[src/rtl/z16_pkg.sv]
// Shared definitions for the Z16 data-memory arbiter: FSM states and port indices.
package z16_pkg;

  typedef enum logic [1:0] {
    IDLE  = 2'd0,
    LOCK0 = 2'd1,
    LOCK1 = 2'd2
  } arb_state_t;

  localparam int unsigned PORT_CPU = 0;
  localparam int unsigned PORT_DMA = 1;

endpackage

[src/rtl/z16_rr_pick.sv]
// Two-way round-robin chooser: on a tie the port other than 'last' wins.
module z16_rr_pick
  import z16_pkg::*;
(
  input  logic [1:0] req,
  input  logic       last,
  input  logic [1:0] mask,
  output logic [1:0] gnt
);

  logic [1:0] req_m;

  always_comb begin
    req_m = req & mask;
    gnt   = '0;
    if (req_m == 2'b11) begin
      gnt[PORT_CPU] = last;
      gnt[PORT_DMA] = ~last;
    end else begin
      gnt = req_m;
    end
  end

endmodule

[src/rtl/z16_dmem_arbiter.sv]
// Shares the single-port Z16 data memory between CPU (port 0) and DMA/debug (port 1)
// with round-robin grants, bounded locked bursts and one-cycle read responses.
module z16_dmem_arbiter
  import z16_pkg::*;
#(
  parameter int unsigned ADDR_W    = 16,
  parameter int unsigned DATA_W    = 16,
  parameter int unsigned MAX_BURST = 8
) (
  input  logic              i_clk,
  input  logic              i_rst,

  input  logic              i_req0,
  input  logic [ADDR_W-1:0] i_addr0,
  input  logic              i_wen0,
  input  logic [DATA_W-1:0] i_wdata0,
  input  logic              i_lock0,
  output logic              o_gnt0,
  output logic              o_rvalid0,
  output logic [DATA_W-1:0] o_rdata0,

  input  logic              i_req1,
  input  logic [ADDR_W-1:0] i_addr1,
  input  logic              i_wen1,
  input  logic [DATA_W-1:0] i_wdata1,
  input  logic              i_lock1,
  output logic              o_gnt1,
  output logic              o_rvalid1,
  output logic [DATA_W-1:0] o_rdata1,

  output logic              o_mem_en,
  output logic [ADDR_W-1:0] o_mem_addr,
  output logic              o_mem_wen,
  output logic [DATA_W-1:0] o_mem_wdata,
  input  logic [DATA_W-1:0] i_mem_rdata
);

  localparam int unsigned BW = $clog2(MAX_BURST + 1);
  // r_beats + 1 < MAX_BURST  <=>  r_beats < MAX_BURST - 1
  localparam logic [BW-1:0] LAST_BEAT = BW'(MAX_BURST - 1);

  arb_state_t    r_state, nx_state;
  logic          r_last;
  logic [BW-1:0] r_beats, nx_beats;
  logic [1:0]    r_rd_pend;

  logic [1:0] req, lock, wen, mask, pick_gnt, gnt;
  logic       own;

  assign req  = {i_req1, i_req0};
  assign lock = {i_lock1, i_lock0};
  assign wen  = {i_wen1, i_wen0};
  assign own  = (r_state == LOCK1);

  always_comb begin
    unique case (r_state)
      LOCK0:   mask = 2'b01;
      LOCK1:   mask = 2'b10;
      default: mask = 2'b11;
    endcase
  end

  z16_rr_pick u_pick (
    .req  (req),
    .last (r_last),
    .mask (mask),
    .gnt  (pick_gnt)
  );

  assign gnt = pick_gnt & {2{~i_rst}};

  always_comb begin
    nx_state = r_state;
    nx_beats = r_beats;
    unique case (r_state)
      IDLE: begin
        if (gnt[PORT_CPU] && i_lock0) begin
          nx_state = LOCK0;
          nx_beats = BW'(1);
        end else if (gnt[PORT_DMA] && i_lock1) begin
          nx_state = LOCK1;
          nx_beats = BW'(1);
        end
      end
      LOCK0, LOCK1: begin
        // A missing owner request (bubble) also lands here because gnt[own] is 0.
        if (gnt[own] && lock[own] && (r_beats < LAST_BEAT)) begin
          nx_beats = r_beats + BW'(1);
        end else begin
          nx_state = IDLE;
          nx_beats = '0;
        end
      end
      default: begin
        nx_state = IDLE;
        nx_beats = '0;
      end
    endcase
  end

  always_ff @(posedge i_clk) begin
    if (i_rst) begin
      r_state   <= IDLE;
      r_last    <= 1'b1;
      r_beats   <= '0;
      r_rd_pend <= '0;
    end else begin
      r_state   <= nx_state;
      r_beats   <= nx_beats;
      r_rd_pend <= gnt & ~wen;
      if (|gnt) begin
        r_last <= gnt[PORT_DMA];
      end
    end
  end

  always_comb begin
    o_mem_addr  = '0;
    o_mem_wen   = 1'b0;
    o_mem_wdata = '0;
    if (gnt[PORT_CPU]) begin
      o_mem_addr  = i_addr0;
      o_mem_wen   = i_wen0;
      o_mem_wdata = i_wdata0;
    end else if (gnt[PORT_DMA]) begin
      o_mem_addr  = i_addr1;
      o_mem_wen   = i_wen1;
      o_mem_wdata = i_wdata1;
    end
  end

  assign o_mem_en  = |gnt;
  assign o_gnt0    = gnt[PORT_CPU];
  assign o_gnt1    = gnt[PORT_DMA];
  assign o_rvalid0 = r_rd_pend[PORT_CPU] & ~i_rst;
  assign o_rvalid1 = r_rd_pend[PORT_DMA] & ~i_rst;
  assign o_rdata0  = i_mem_rdata;
  assign o_rdata1  = i_mem_rdata;

endmodule

[config.mk]
export PLATFORM = sky130hd
export DESIGN_NAME = z16_dmem_arbiter
export DESIGN_NICKNAME = d
export VERILOG_FILES = /design/src/rtl/z16_pkg.sv /design/src/rtl/z16_rr_pick.sv /design/src/rtl/z16_dmem_arbiter.sv
export SDC_FILE = /design/constraint.sdc
export NUM_CORES = 1
export LEC_CHECK = 0
export BUFFER_PORTS_ARGS = -buffer_cell sky130_fd_sc_hd__buf_2
export CELL_PAD_IN_SITES_DETAIL_PLACEMENT = 0
export CELL_PAD_IN_SITES_GLOBAL_PLACEMENT = 2
export CORE_ASPECT_RATIO = 0.9
export CORE_UTILIZATION = 14
export CTS_CLUSTER_DIAMETER = 150
export DETAILED_ROUTE_END_ITERATION = 7
export GPL_TIMING_DRIVEN = 0
export PLACE_DENSITY_LB_ADDON = 0.1
export SYNTH_ARGS = -nofsm -noshare
export SYNTH_HDL_FRONTEND = slang
export SYNTH_SLANG_ARGS = --single-unit
export TNS_END_PERCENT = 100
[constraint.sdc]
create_clock -name i_clk -period 3.5 [get_ports i_clk]
set_input_delay 0.35 -clock i_clk [delete_from_list [all_inputs] [get_ports i_clk]]
set_output_delay 0.35 -clock i_clk [all_outputs]
set_load 0.02 [all_outputs]
# Word level (Yosys, flattened, before mapping)
# Index checks and enable logic that the tools add are counted.
[classes] n_addsub=1 n_mul=0 div_mod_pow=0 magnitude_cmp=2 n_eq_ne=5 n_shift=0 mux=20 bitwise_logic=8 reduce_logical=8
[ops] operator="two-way mux 16 bit" count=4
[ops] operator="two-way mux 4 bit" count=3
[ops] operator="two-way mux 2 bit" count=4
[ops] operator="case mux 2 bit (2 select lines)" count=2
[ops] operator="case mux 4 bit (2 select lines)" count=1
[ops] operator="AND 2 bit" count=3
[ops] operator="two-way mux 1 bit" count=6
[ops] operator="adder 4 x 1 -> 4 bit (second input constant)" count=1
[ops] operator="equality test 2 bit (second input constant)" count=2
[ops] operator="logical AND 1 bit" count=4
[ops] operator="less-than comparator 4 x 3 -> 1 bit (second input constant)" count=1
[ops] operator="OR reduction 2 bit" count=2
[ops] operator="inequality test 3 bit (second input constant)" count=1
[ops] operator="AND 1 bit" count=2
[ops] operator="equality test 2 x 1 -> 1 bit (second input constant)" count=1
[ops] operator="logical NOT 2 bit" count=1
[ops] operator="less-than comparator 1 x 2 -> 1 bit (second input constant)" count=1
[ops] operator="inequality test 2 bit (second input constant)" count=1
[ops] operator="inverter 1 bit" count=2
[ops] operator="inverter 2 bit" count=1
[ops] operator="AND reduction 2 bit" count=1
[totals] ff_bits=9 latchBits=0 ram_bits=0 romBits=0 inputBits=88 output_inout_bits=70 word_cells=48 memories=0

# Logic depth before layout (Yosys ltp)
[logic_depth] word_depth=12 mapped_depth=7 mapped_depth_nobuf=7

# By module
# From an unflattened synthesis, not the netlist that was laid out.
[unflattened] hier_cells=133 area_unflattened_um2=1066.0
[by_module_without_submodules] mod="z16_dmem_arbiter" n_inst=1 cells_per_inst=130 area_per_inst_um2=1046.0 seq_area_each_um2=180.2
[by_module_without_submodules] mod="z16_rr_pick" n_inst=1 cells_per_inst=3 area_per_inst_um2=20.0 seq_area_each_um2=0.0

# Least setup slack after synthesis
# Ideal clock, no wire load.
[synth_timing] path_kind="reg-to-output" from="reg r_state[0]" to="out o_mem_addr[10]" t_arrival_ns=2.058 required_ns=3.150 path_slack_ns=1.092 path_stages_with_launch=7 path_buffers=1 path_cell_list="dfxtp_1 -> inv_1 -> ha_1 -> nand2b_1 -> nor3_1 -> clkbuf_1 -> a22o_1"
[synth_rtl] item="from (decl)" line="z16_dmem_arbiter.sv:42" source="arb_state_t r_state, nx_state;"
[synth_rtl] item="from (signal assigned)" line="z16_dmem_arbiter.sv:108" source="r_state <= nx_state;"
[synth_rtl] item="equality test 2 bit / equality test 2 x 1 -> 1 bit (equally long branches)" line="z16_dmem_arbiter.sv:56" source="unique case (r_state)"
[synth_rtl] item="case mux 2 bit (2 select lines) (*)" line="z16_dmem_arbiter.sv:56"
[synth_rtl] item="AND 2 bit (*)" line="z16_rr_pick.sv:14" source="req_m = req & mask;"
[synth_rtl] item="equality test 2 bit" line="z16_rr_pick.sv:16" source="if (req_m == 2'b11) begin"
[synth_rtl] item="two-way mux 2 bit (*)" line="z16_rr_pick.sv:16"
[synth_rtl] item="AND 2 bit (*)" line="z16_dmem_arbiter.sv:70" source="assign gnt = pick_gnt & {2{~i_rst}};"
[synth_rtl] item="net o_gnt0" line="z16_dmem_arbiter.sv:18" source="output logic o_gnt0,"
[synth_rtl] item="two-way mux 16 bit (*)" line="z16_dmem_arbiter.sv:121" source="if (gnt[PORT_CPU]) begin"
[synth_rtl] item="to (decl)" line="z16_dmem_arbiter.sv:32" source="output logic [ADDR_W-1:0] o_mem_addr,"
# Mark *: on every way through the listed nets, which the timed path passes. The rest lies on a longest branch.

# Final worst setup path
[layout_timing] from="reg r_state[1]" to="out o_mem_wdata[11]"
[layout_via] elab_chain_cells=8
[layout_lines] item="equality test 2 bit / equality test 2 x 1 -> 1 bit (equally long branches)" line="z16_dmem_arbiter.sv:56"
[layout_lines] item="case mux 2 bit (2 select lines) (*)" line="z16_dmem_arbiter.sv:56"
[layout_lines] item="AND 2 bit (*)" line="z16_rr_pick.sv:14"
[layout_lines] item="equality test 2 bit" line="z16_rr_pick.sv:16"
[layout_lines] item="two-way mux 2 bit (*)" line="z16_rr_pick.sv:16"
[layout_lines] item="AND 2 bit (*)" line="z16_dmem_arbiter.sv:70"
[layout_lines] item="two-way mux 16 bit" line="z16_dmem_arbiter.sv:125" source="end else if (gnt[PORT_DMA]) begin"
[layout_lines] item="two-way mux 16 bit (*)" line="z16_dmem_arbiter.sv:121"
[layout_lines] item="to (decl)" line="z16_dmem_arbiter.sv:34" source="output logic [DATA_W-1:0] o_mem_wdata,"
# Every way passes the cells marked *; elsewhere a longest branch is shown, timed or not.

==> results_dict.tcl <==
set metrics [dict create \
    peakVddDrop_mv 0.08598 \
    r2r_slack_ns 1.17 \
    die_w_um 96.75 \
    async_flop_share_pct 0 \
    fillers 850 \
    numCtsBuffers 3 \
    yosysUniqueCellTypes 31 \
    crit_arrival_ns 2.72 \
    wl_mm 4.479 \
    root_buffer "clkbuf_8" \
    r2r_cells 6 \
    finalHoldViolations 0 \
    cts_setup_buffers 0 \
    syn_area_um2 1131 \
    tns_ns 0 \
    syn_inst 137 \
    grt_overflow 0 \
    grt_pass1_vias 1422 \
    status "complete, no violations" \
    hold_end "r_rd_pend[1]" \
    drcViolationCount 0 \
    synth.avg_cell_area_um2 8.256 \
    clock_sinks 9 \
    synth_ff_type "dfxtp_1" \
    rows 30 \
    cts_hold_buf 0 \
    crit_path_max_fanout 10 \
    post_drt_wl_per_cell_um 11.88 \
    core_area_um2 7695 \
    clkSlewWorstSetupHoldPaths_ns 0.04 \
    power_per_cell_area_nw_per_um2 251.5 \
    min_path_cells 2 \
    antenna_cells 0 \
    power_leakage_nw 1.133 \
    hp-start "i_wen1" \
    grt_max_degree 11 \
    num_vias 1518 \
    antenna_left 0 \
    fin_crit_sh_pct 87.59 \
    yosys_warnings 0 \
    ys_ff_latch 9 \
    dp_hpwl_mm 3.952 \
    period_needed_ns 3.066 \
    synth_edf_count 0 \
    h-tree-depth 1 \
    die_y_um 87.27 \
    insertion_delay_ns 0.23 \
    nNetsFinal 376 \
    crit_path_end_kind "primary output" \
    grt_pass1_wl_mm 6.568 \
    cp.required_ns 3.15 \
    ioPinCount 158 \
    synthesis.nets 231 \
    area_delta_synth_final_pct 76.55 \
    rsz0062_at_grt "no" \
    gp_congestion 0.7207 \
    io_buffer_count 140 \
    drt-initial-drc-count 23 \
    setup_violations 0 \
    grtUsageTotal_pct 9.488 \
    hold_class "in -> reg" \
    worstReg2RegStart "r_state[1]" \
    cts_tree "yes" \
    grt_antenna_before_repair 0 \
    tightest_slew_ns 0.9293 \
    start_kind "register" \
    slew_viol_final 0 \
    via_per_inst 4.027 \
    synth_seq_area_share_pct 15.93 \
    cts_max_path_buffers 2 \
    drv_cap 0 \
    start_util_pct 14.70 \
    fin_skew_ns 0.004898 \
    fmax_mhz 326.2 \
    finalPower_uw 502.3 \
    max-slew-margin-rel_pct 37.91 \
    ctsResizeCount 0 \
    r2r_end "r_rd_pend[1]" \
    firstDrtPassIters 4 \
    dieArea_um2 8443 \
    drive_gt1_share_pct 63.35 \
    crit_type "reg -> out" \
]
-- worst max-delay path, cell delays in order (launching register included) --
cell,delay [ns]
dfxtp_1,0.43
inv_1,0.09
ha_1,0.21
nand2b_1,0.19
nor3b_1,0.77
clkbuf_1,0.42
a22o_1,0.22
buf_2,0.16
-- where the power goes --
part | switching (mW) | internal [mW] | leakage, nW
registers | 0.00452 | 0.108 | 0.0734
clock network | 0.0399 | 0.0793 | 0.0228
logic | 0.145 | 0.126 | 1.04
total | 0.189 | 0.313 | 1.13
-- metal layers --
metal / part of all wire, % / GRT usage, % / vias to the layer above
li1: - / - / 770
met3: 7.4 / 2.006 / 6
met1: 38 / 10.37 / 646
met4: 1.2 / 2.171 / 0
met5: 0 / 0 / -
met2: 54 / 18.76 / 96
-- placed cells by master (no fill, tap or decap), types with 3 or more instances in the layout --
master    netlist  routed
ha_1            6       6
a21oi_1         4       4
dfxtp_1         9       9
inv_1           4       4
buf_4          32      32
nand2_1         4       4
nand3_1         5       5
buf_2           0     140
nor2b_1         5       5
clkbuf_1        7       8
a22o_1         32      32
clkbuf_8        0       3
-- cells in the mapped netlist, types with 2 or more instances --
cell type | instances | share of area, %
a211o_1 | 2 | 1.5
a21oi_1 | 4 | 1.8
a22o_1 | 32 | 25
a2bb2oi_1 | 2 | 1.5
and3_1 | 2 | 1.1
buf_4 | 32 | 21
clkbuf_1 | 7 | 2.3
dfxtp_1 | 9 | 16
ha_1 | 6 | 6.6
inv_1 | 4 | 1.3
nand2_1 | 4 | 1.3
nand2b_1 | 2 | 1.1
nand3_1 | 5 | 2.2
nand3b_1 | 2 | 1.3
nor2_1 | 2 | 0.66
nor2b_1 | 5 | 2.8
nor3b_1 | 2 | 1.3
o21ai_0 | 2 | 0.88
-- cell families (layout without fill, tap and decap cells) --
family	Yosys count	count (layout)	share of synthesized area, %
simple gates	29	29	15.60
flops	9	9	15.93
fa+ha+maj	6	6	6.637
buf+inv	44	188	25.88
mux	2	2	1.880
compound gates	47	47	34.07
-- area by class of cell --
| type | instances | area (um^2) | area share [%] |
|---|---|---|---|
| Buffer | 40 | 277.8 | 13.91 |
| Multi-Input combinational cell | 84 | 658.1 | 32.96 |
| Sequential cell | 9 | 180.2 | 9.023 |
| Tap cell | 96 | 120.1 | 6.015 |
| Clock buffer | 4 | 45.04 | 2.256 |
| Timing Repair Buffer | 140 | 700.7 | 35.09 |
| Inverter | 4 | 15.01 | 0.7519 |
-- stage by stage --
stage          hold WS (ns)  std cells  setup WS, ns  cell area, um^2  util (%)
2_1_floorplan        0.4216        137         1.092             1131         -
3_3_place_gp         0.4992        373        0.6003             1952     25.37
3_5_place_dp         0.4920        373        0.6570             1952     25.37
4_1_cts              0.2970        377        0.3997             1997     25.95
5_1_grt              0.3053        377        0.1575             1997     25.95
6_report             0.2999        377        0.4345             1997     25.95
-- worst max-delay path by stage --
stage                     depth (start not counted)         endpoint  slack, ns        from
after CTS                                         7    o_mem_addr[4]       0.40  r_state[1]
final                                             7  o_mem_wdata[11]       0.43  r_state[1]
after global placement                            7    o_mem_addr[4]       0.60  r_state[1]
after floorplan                                   6   o_mem_addr[10]       1.09  r_state[0]
after detailed placement                          7    o_mem_addr[4]       0.66  r_state[1]
after global routing                              7  o_mem_wdata[11]       0.16  r_state[1]
-- state kept, by name, summed over array words and instances (netlist names) --
register	cells
r_state	2
r_last	1
r_beats	4
r_rd_pend	2
Note: power is estimated with default switching activity, not from simulation.
